[src/rtl/dot_accum_if.sv]
// dot_accum_if: product stream in, packet result out, both valid/ready
interface dot_accum_if #(
    parameter int W     = 32,
    parameter int ACC_W = 40,
    parameter int CNT_W = 8
);
    logic             in_valid;
    logic             in_ready;
    logic [W-1:0]     in_data;
    logic             in_last;
    logic             out_valid;
    logic             out_ready;
    logic [ACC_W-1:0] out_sum;
    logic [CNT_W-1:0] out_count;
    logic             out_ovf;
    modport slave (
        input  in_valid, in_data, in_last, out_ready,
        output in_ready, out_valid, out_sum, out_count, out_ovf
    );
    modport master (
        output in_valid, in_data, in_last, out_ready,
        input  in_ready, out_valid, out_sum, out_count, out_ovf
    );
endinterface

[src/rtl/dot_accum.sv]
// dot_accum: sums each packet of unsigned product terms into a wide result
module dot_accum #(
    parameter int W     = 32,
    parameter int ACC_W = 40,
    parameter int CNT_W = 8
) (
    input  logic        clk,
    input  logic        reset,
    dot_accum_if.slave  bus
);
    localparam logic [1:0] IDLE = 2'd0;
    localparam logic [1:0] ACC  = 2'd1;
    localparam logic [1:0] HOLD = 2'd2;
    logic [1:0]       state;
    logic [ACC_W-1:0] acc;
    logic [CNT_W-1:0] cnt;
    logic [CNT_W-1:0] cnt_next;
    logic [ACC_W:0]   sum;
    logic             ovf;
    logic             ovf_next;
    logic             first;
    logic             beat;
    assign bus.in_ready  = (state == HOLD) ? bus.out_ready : 1'b1;
    assign bus.out_valid = state == HOLD;
    assign beat          = bus.in_valid && bus.in_ready;
    // any beat taken outside ACC opens a new packet, including the no-bubble HOLD case
    assign first    = state != ACC;
    assign sum      = (first ? '0 : {1'b0, acc}) + (ACC_W+1)'(bus.in_data);
    assign cnt_next = first ? CNT_W'(1) : (&cnt ? cnt : cnt + CNT_W'(1));
    assign ovf_next = !first && (ovf || sum[ACC_W]);
    always_ff @(posedge clk) begin
        if (reset) begin
            state         <= IDLE;
            acc           <= '0;
            cnt           <= '0;
            ovf           <= 1'b0;
            bus.out_sum   <= '0;
            bus.out_count <= '0;
            bus.out_ovf   <= 1'b0;
        end else if (beat) begin
            acc   <= sum[ACC_W-1:0];
            cnt   <= cnt_next;
            ovf   <= ovf_next;
            state <= bus.in_last ? HOLD : ACC;
            if (bus.in_last) begin
                bus.out_sum   <= sum[ACC_W-1:0];
                bus.out_count <= cnt_next;
                bus.out_ovf   <= ovf_next;
            end
        end else if (state == HOLD && bus.out_ready) begin
            state <= IDLE;
        end
    end
endmodule

[src/flat_wrapper.sv]
// flat-port wrapper written by rule: the top's interface ports become plain ports
module dot_accum_flat 
#(
    parameter int W     = 32,
    parameter int ACC_W = 40,
    parameter int CNT_W = 8
)
  (clk, reset, bus_in_valid, bus_in_data, bus_in_last, bus_out_ready, bus_in_ready, bus_out_valid, bus_out_sum, bus_out_count, bus_out_ovf);
  dot_accum_if #(.W(W), .ACC_W(ACC_W), .CNT_W(CNT_W)) bus_i ();
  input  logic clk;
  input  logic reset;
  input wire logic [$bits(bus_i.in_valid)-1:0] bus_in_valid;
  input wire logic [$bits(bus_i.in_data)-1:0] bus_in_data;
  input wire logic [$bits(bus_i.in_last)-1:0] bus_in_last;
  input wire logic [$bits(bus_i.out_ready)-1:0] bus_out_ready;
  output wire logic [$bits(bus_i.in_ready)-1:0] bus_in_ready;
  output wire logic [$bits(bus_i.out_valid)-1:0] bus_out_valid;
  output wire logic [$bits(bus_i.out_sum)-1:0] bus_out_sum;
  output wire logic [$bits(bus_i.out_count)-1:0] bus_out_count;
  output wire logic [$bits(bus_i.out_ovf)-1:0] bus_out_ovf;
  assign bus_i.in_valid = bus_in_valid;
  assign bus_i.in_data = bus_in_data;
  assign bus_i.in_last = bus_in_last;
  assign bus_i.out_ready = bus_out_ready;
  assign bus_in_ready = bus_i.in_ready;
  assign bus_out_valid = bus_i.out_valid;
  assign bus_out_sum = bus_i.out_sum;
  assign bus_out_count = bus_i.out_count;
  assign bus_out_ovf = bus_i.out_ovf;
  dot_accum #(.W(W), .ACC_W(ACC_W), .CNT_W(CNT_W)) u_core (.clk(clk), .reset(reset), .bus(bus_i));
endmodule
[config.mk]
export PLATFORM = sky130hd
export DESIGN_NAME = dot_accum_flat
export DESIGN_NICKNAME = d
export VERILOG_FILES = /design/src/rtl/dot_accum_if.sv /design/src/rtl/dot_accum.sv /design/src/flat_wrapper.sv
export SDC_FILE = /design/constraint.sdc
export NUM_CORES = 1
export LEC_CHECK = 0
export CELL_PAD_IN_SITES_DETAIL_PLACEMENT = 1
export CELL_PAD_IN_SITES_GLOBAL_PLACEMENT = 2
export CORE_UTILIZATION = 32
export CTS_CLUSTER_DIAMETER = 40
export DETAILED_ROUTE_END_ITERATION = 16
export PLACE_DENSITY_LB_ADDON = 0.2
export REMOVE_ABC_BUFFERS = 1
export SYNTH_ARGS = -nofsm -noshare
export SYNTH_HDL_FRONTEND = slang
export SYNTH_SLANG_ARGS = --single-unit
[constraint.sdc]
create_clock -name clk -period 4.35 [get_ports clk]
set_input_delay 0.435 -clock clk [delete_from_list [all_inputs] [get_ports clk]]
set_output_delay 0.435 -clock clk [all_outputs]
set_load 0.02 [all_outputs]
==> impl_metrics.ini, run 1 <==
[global_route]
vias_in_the_first_global_route = 6038
global_route_usage_sum_pct = 20.3
grt-ovfl-total = 0
grt_max_degree = 59
antenna_found_initial = 0
wire_length_of_the_first_global_routing_pass_um = 31700

[timing]
final-setup-viol-count = 0
finalMaxSlewViolations = 0
fin_ws_ps = 380
timing_worst_slew_pin_value_ps = 986
maximum_frequency_from_static_timing_analysis_ghz = 0.252
headroom_to_the_max_slew_limit_pct = 34.1
hold_violations = 0
hold_slack_ps = 452
fin_setup_tns_ps = 0
fin_worst_skew_ps = 10.4
period_needed_ps = 3970
rsz_0062_raised_after_global_routing = no
layout_worst_path_cycle_share_pct = 91.3

[routing]
detail_route.drc_violations = 0
ant_nets = 0
drt_iter0_drc = 327
routed_via_density = 5.48
via_count = 5979
drt-pass1-iter-count = 4
route.final.wire_length_um = 19300
wirelength_per_cell_um = 17.7

[power]
total_power_mw = 2.17
pwrdens_mw_per_mm2 = 294
power.ir.vdd_worst_mv = 0.196
static-leakage-power_nw = 2.74

[critical_path]
critical_path.startpoint = u_core.state[0]$_SDFFE_PP0P_
worstSetupEndpointType = flop
crit_required_ps = 4630
crit-reg2reg-launch = u_core.state[0]$_SDFFE_PP0P_
path_class = flop to flop
startpoint_type_of_the_worst_setup_path = flop
worstSetupEndpoint = u_core.bus.out_sum[38]$_SDFFE_PP0P_
reg2reg_to = u_core.bus.out_sum[38]$_SDFFE_PP0P_
worst-r2r-setup-slack_ps = 380
worstPathMaxFanout = 16
worst_r2r_path_depth = 12
worst-endpoint-arrival_ps = 4250

[finish]
post_route_cells_drive_above_1_share_pct = 4.78
synthToLayoutAreaGrowth_pct = 20.3
antenna_cells = 0
leading_cell_types_in_the_layout_fill_and_taps_excluded = sky130_fd_sc_hd__nand2_1 (148), sky130_fd_sc_hd__a21oi_1 (100), sky130_fd_sc_hd__dfxtp_1 (100), sky130_fd_sc_hd__clkdlybuf4s50_1 (86), sky130_fd_sc_hd__nor2_1 (44)
layout.cells.most_common = sky130_fd_sc_hd__nand2_1
fin_util_pct = 39.3
num-nets-final = 927

[placed_design]
dpl_worst_slack_ps = 377
io_buffers = 87
globalplace.congestion = 0.823
hpwl_um = 13800

[floorplan]
placement_rows = 50
floorplan.die_area_sq_mm = 0.0197
die_span_y_um = 140
ioPinCount = 88
core-area_sq_mm = 0.0188
floorplan.die.width_um = 140
initial_core_util_pct = 32.7

[cts]
number_of_h_tree_levels = 3
cts_resized = 0
numClockSinks = 100
cts-root-buf = sky130_fd_sc_hd__clkbuf_16
tritoncts = built
ctsLongestPathBuffers = 2
clock_latency_on_the_worst_skew_pair_ps = 360
cts_made_buffers = 9
clk_pin_slew_ps = 70
cts.repair_timing.setup_buffer_count = 0
cts_hold_repair.buffers = 0

[logic_synthesis]
synth-edff-count = 0
synth.yosys.warnings = 0
compound_gate_portion_of_the_synthesized_area_pct = 24.5
syn-mean-instance-area_sq_um = 7.57
post_synth_xor_area_fraction_pct = 4.57
area_fraction_in_and_or_nand_and_nor_cells_after_synthesis_pct = 25.8
yosys.area_share.adder_pct = 7.06
synth_area_sq_mm = 0.00613
dominant_combinational_cell_family_by_area_after_synthesis = simple AND/OR/NAND/NOR gates
synthCells = 810
ys.flop_type = sky130_fd_sc_hd__dfxtp_1
postSynthRegisterBits = 100
synthArstFlopShare_pct = 0
synthDistinctLibCells = 61
post_synth_mux_area_share_pct = 0.489
synth_sequential_area_ratio_pct = 32.6

[hold_path]
timing.hold.worst.class = flop to flop

[job]
max_cap_violations = 0

[outcome]
status = completed
[worst max-delay path, stage by stage (launching register included)]
cell and delay (ps):
sky130_fd_sc_hd__dfxtp_1 420, sky130_fd_sc_hd__nor2b_2 470, sky130_fd_sc_hd__and2_1 200, sky130_fd_sc_hd__ha_1 200, sky130_fd_sc_hd__fa_1 230, sky130_fd_sc_hd__a21o_1 150, sky130_fd_sc_hd__nand4_1 230, sky130_fd_sc_hd__a2111oi_2 530
sky130_fd_sc_hd__o41ai_2 160, sky130_fd_sc_hd__a21oi_2 250, sky130_fd_sc_hd__a41o_1 580, sky130_fd_sc_hd__nand4_1 190, sky130_fd_sc_hd__a311oi_2 270
[registers in the layout, indices dropped and copies added, names as in the netlist]
register,flops
u_core.cnt,8
u_core.acc,40
u_core.ovf,1
u_core.state,2
u_core.bus.out_ovf,1
u_core.bus.out_sum,40
u_core.bus.out_count,8
[routing by layer]
metal | wire, um | up-vias | GRT usage (%)
met3 | 534 | 24 | 2.29
met2 | 8910 | 93 | 33.1
met5 | 0 | - | 0
met4 | 371 | 0 | 7.89
met1 | 9500 | 2884 | 27.4
li1 | - | 2978 | -
[report_power, final]
| group | internal, mW | switching (mW) | leakage [nW] |
|---|---|---|---|
| combinational | 0.167 | 0.258 | 1.79 |
| sequential | 0.962 | 0.0251 | 0.818 |
| clock | 0.395 | 0.362 | 0.127 |
| total | 1.52 | 0.645 | 2.74 |
[cell usage after synthesis (all sizes together), types with 10 or more instances]
library cell / number / share of area [%]
and2: 38 / 3.9
nand2: 148 / 9.1
xnor2: 22 / 3.1
nor3: 11 / 0.90
nand4: 23 / 2.3
clkbuf: 46 / 2.8
a21o: 12 / 1.5
o21ai: 24 / 2.0
ha: 33 / 6.7
a21oi: 102 / 8.4
nor2: 44 / 2.7
dfxtp: 100 / 33
xor2: 10 / 1.4
nand3: 39 / 3.2
buf: 17 / 1.4
inv: 12 / 0.73
a211oi: 16 / 2.0
a31oi: 12 / 1.2
[final cells by class]
| cell class | count | area (sq um) |
|---|---|---|
| sequential | 100 | 2000 |
| timing repair buffer | 98 | 951 |
| fill | 2248 | 11400 |
| clock inverter | 2 | 13.8 |
| multi-input combinational | 635 | 3830 |
| clock buffer | 11 | 243 |
| tap | 234 | 293 |
| inverter | 12 | 45.0 |
[cell families (layout without fill, tap and decap cells)]
logic type,count (synthesis),after routing
mux,3,3
xor+xnor,32,32
buf+inv,75,123
compound gates,229,229
fa+ha+maj,34,34
flops,100,100
simple gates,337,337
[worst min-delay path by stage]
stage | from | to | slack, ps | cells past startpoint
after floorplan | u_core.acc[25]$_SDFFE_PP0P_ | u_core.acc[25]$_SDFFE_PP0P_ | 420 | 2
after CTS | u_core.bus.out_count[2]$_SDFFE_PP0P_ | u_core.bus.out_count[2]$_SDFFE_PP0P_ | 450 | 2
after global routing | u_core.acc[3]$_SDFFE_PP0P_ | u_core.acc[3]$_SDFFE_PP0P_ | 470 | 2
final | u_core.bus.out_count[2]$_SDFFE_PP0P_ | u_core.bus.out_count[2]$_SDFFE_PP0P_ | 450 | 2
after detailed placement | u_core.bus.out_count[2]$_SDFFE_PP0P_ | u_core.bus.out_count[2]$_SDFFE_PP0P_ | 440 | 2
after global placement | u_core.acc[25]$_SDFFE_PP0P_ | u_core.acc[25]$_SDFFE_PP0P_ | 440 | 2
[through the flow]
stage          area (sq um)  std cells
3_3_place_gp           7120       1079
5_1_grt                7380       1092
3_5_place_dp           7120       1079
2_1_floorplan          5880        747
6_report               7380       1092
4_1_cts                7380       1092
(Power assumes the default switching activity.)
==> run 2, diff against run 1 <==
Settings changed: CTS_CLUSTER_DIAMETER 40 to 200.
==> results of run 2 <==
The final DEF is identical to that of run 1; final timing and power are the same.
==> run 3, diff against run 2 <==
Settings changed: CORE_ASPECT_RATIO set to 2, GPL_ROUTABILITY_DRIVEN set to 0.
==> run 3 against run 2 <==
  * Core utilization grew 0.34 points
  * Global-route usage rose by 1.1 points
  * Via count rose by 1.2%
  * Clock power is 7.9% higher
  * Routed wire length is 4.7% higher
  * Power up 2.9%
  * Maximum frequency up 5.8%
  * Sequential cell count stayed put
  * Clock skew up 3.7 ps
  * Worst hold slack worse by 0.87 ps
  * Die area grew 0.17%
  * First-iteration DRC count decreased by 59%
  * Critical path type unchanged
  * Largest power group unchanged
==> impl_metrics.ini, run 3 (synthesis gave the netlist of run 1 again) <==
[timing]
headroom_to_the_max_slew_limit_pct = 28.5
hold_violations = 0
final-setup-viol-count = 0
rsz_0062_raised_after_global_routing = no
fin_worst_skew_ps = 14.1
timing_worst_slew_pin_value_ps = 1070
finalMaxSlewViolations = 0
hold_slack_ps = 452
period_needed_ps = 3750
layout_worst_path_cycle_share_pct = 86.3
maximum_frequency_from_static_timing_analysis_ghz = 0.266
fin_ws_ps = 597

[placed_design]
postPlaceCellArea_sq_mm = 0.00718
io_buffers = 87
dpl_worst_slack_ps = 596
hpwl_um = 14900

[finish]
num-fill-cells = 2331
synthToLayoutAreaGrowth_pct = 21.8
top_regs = u_core.acc x40, u_core.bus.out_sum x40
post_route_cells_drive_above_1_share_pct = 5.45
antenna_cells = 0
leading_cell_types_in_the_layout_fill_and_taps_excluded = sky130_fd_sc_hd__nand2_1 (148), sky130_fd_sc_hd__a21oi_1 (100), sky130_fd_sc_hd__dfxtp_1 (100), sky130_fd_sc_hd__clkdlybuf4s50_1 (86), sky130_fd_sc_hd__nor2_1 (44)
post-route-cell-area_sq_mm = 0.00747
num-nets-final = 929
layout.cells.most_common = sky130_fd_sc_hd__nand2_1

[job]
max_cap_violations = 0

[floorplan]
floorplan.die_area_sq_mm = 0.0198
placement_rows = 71
die_span_y_um = 198
core-area_sq_mm = 0.0188
ioPinCount = 88
initial_core_util_pct = 32.6
floorplan.die.width_um = 99.9

[critical_path]
worstPathMaxFanout = 53
startpoint_type_of_the_worst_setup_path = flop
reg2reg_to = u_core.bus.out_sum[38]$_SDFFE_PP0P_
critical_path.startpoint = u_core.state[0]$_SDFFE_PP0P_
worst_r2r_path_depth = 14
worstSetupEndpointType = flop
worst-r2r-setup-slack_ps = 600
crit_required_ps = 4630
path_class = flop to flop
crit-reg2reg-launch = u_core.state[0]$_SDFFE_PP0P_
worst-endpoint-arrival_ps = 4030

[cts]
clock_latency_on_the_worst_skew_pair_ps = 370
clk_pin_slew_ps = 80
numClockSinks = 100
tritoncts = built
cts_resized = 0
cts_made_buffers = 9
ctsLongestPathBuffers = 2
number_of_h_tree_levels = 3
cts_hold_repair.buffers = 0
cts.repair_timing.setup_buffer_count = 0
cts-root-buf = sky130_fd_sc_hd__clkbuf_16

[global_route]
vias_in_the_first_global_route = 6552
antenna_found_initial = 0
grt-ovfl-total = 0
grt_max_degree = 54
global_route_usage_sum_pct = 21.3
wire_length_of_the_first_global_routing_pass_um = 32800

[routing]
route.final.wire_length_um = 20200
routed_via_density = 5.41
wirelength_per_cell_um = 18.1
drt-pass1-iter-count = 4
ant_nets = 0
drt_iter0_drc = 133
detail_route.drc_violations = 0
via_count = 6053

[hold_path]
timing.hold.worst.start = u_core.acc[9]$_SDFFE_PP0P_
hold-path-endpoint = u_core.acc[9]$_SDFFE_PP0P_
timing.hold.worst.class = flop to flop
whs_path_depth = 2

[outcome]
status = completed

[power]
pwrdens_mw_per_mm2 = 299
power.ir.vdd_worst_mv = 0.144
static-leakage-power_nw = 2.77
total_power_mw = 2.23
-- run 3: worst max path at each step --
stage | end | slack [ps] | cells past startpoint
finish | u_core.bus.out_sum[38]$_SDFFE_PP0P_ | 600 | 14
global route | u_core.bus.out_sum[38]$_SDFFE_PP0P_ | 360 | 14
detailed placement | u_core.bus.out_sum[38]$_SDFFE_PP0P_ | 600 | 14
floorplan | u_core.bus.out_sum[38]$_SDFFE_PP0P_ | -40 | 12
CTS | u_core.bus.out_sum[38]$_SDFFE_PP0P_ | 570 | 14
global placement | u_core.bus.out_sum[38]$_SDFFE_PP0P_ | 740 | 14
-- run 3: layer usage --
| layer | wire [um] | global-route usage [%] |
|---|---|---|
| met3 | 387 | 2.58 |
| met5 | 0 | 0 |
| met2 | 11600 | 42.9 |
| met4 | 644 | 10.1 |
| met1 | 7640 | 20.8 |
-- run 3: report_power, final --
group | total (mW) | leakage, nW | internal [mW] | switching, mW
Sequential | 0.986 | 0.818 | 0.961 | 0.0250
Combinational | 0.429 | 1.81 | 0.169 | 0.260
Clock | 0.817 | 0.142 | 0.415 | 0.403
Total | 2.23 | 2.77 | 1.54 | 0.688
-- run 3: final cells by class --
cell class,count,area (sq um),share of cell area (%)
clock buffer,10,239,3.20
clock inverter,6,53.8,0.720
inverter,12,45.0,0.603
multi-input combinational,635,3830,51.3
sequential,100,2000,26.8
tap,255,319,4.27
timing repair buffer,100,978,13.1
-- run 3: stage by stage --
stage | util [%] | std cells | setup TNS, ps
2_1_floorplan | - | 747 | -38.5
3_3_place_gp | 38.1 | 1102 | 0
3_5_place_dp | 38.1 | 1102 | 0
4_1_cts | 39.7 | 1118 | 0
5_1_grt | 39.7 | 1118 | 0
6_report | 39.7 | 1118 | 0
-- run 3: critical path, stage by stage, from the launching register on --
cell                        delay (ps)
sky130_fd_sc_hd__dfxtp_1           420
sky130_fd_sc_hd__nor2b_2           220
sky130_fd_sc_hd__buf_12            250
sky130_fd_sc_hd__and2_1            160
sky130_fd_sc_hd__ha_1              260
sky130_fd_sc_hd__fa_1              270
sky130_fd_sc_hd__a21o_1            150
sky130_fd_sc_hd__nand4_1           190
sky130_fd_sc_hd__a2111oi_2         510
sky130_fd_sc_hd__o41ai_2           160
sky130_fd_sc_hd__a21oi_2           220
sky130_fd_sc_hd__a41o_1            200
sky130_fd_sc_hd__buf_4             210
sky130_fd_sc_hd__nand4_1           140
sky130_fd_sc_hd__a311oi_2          270
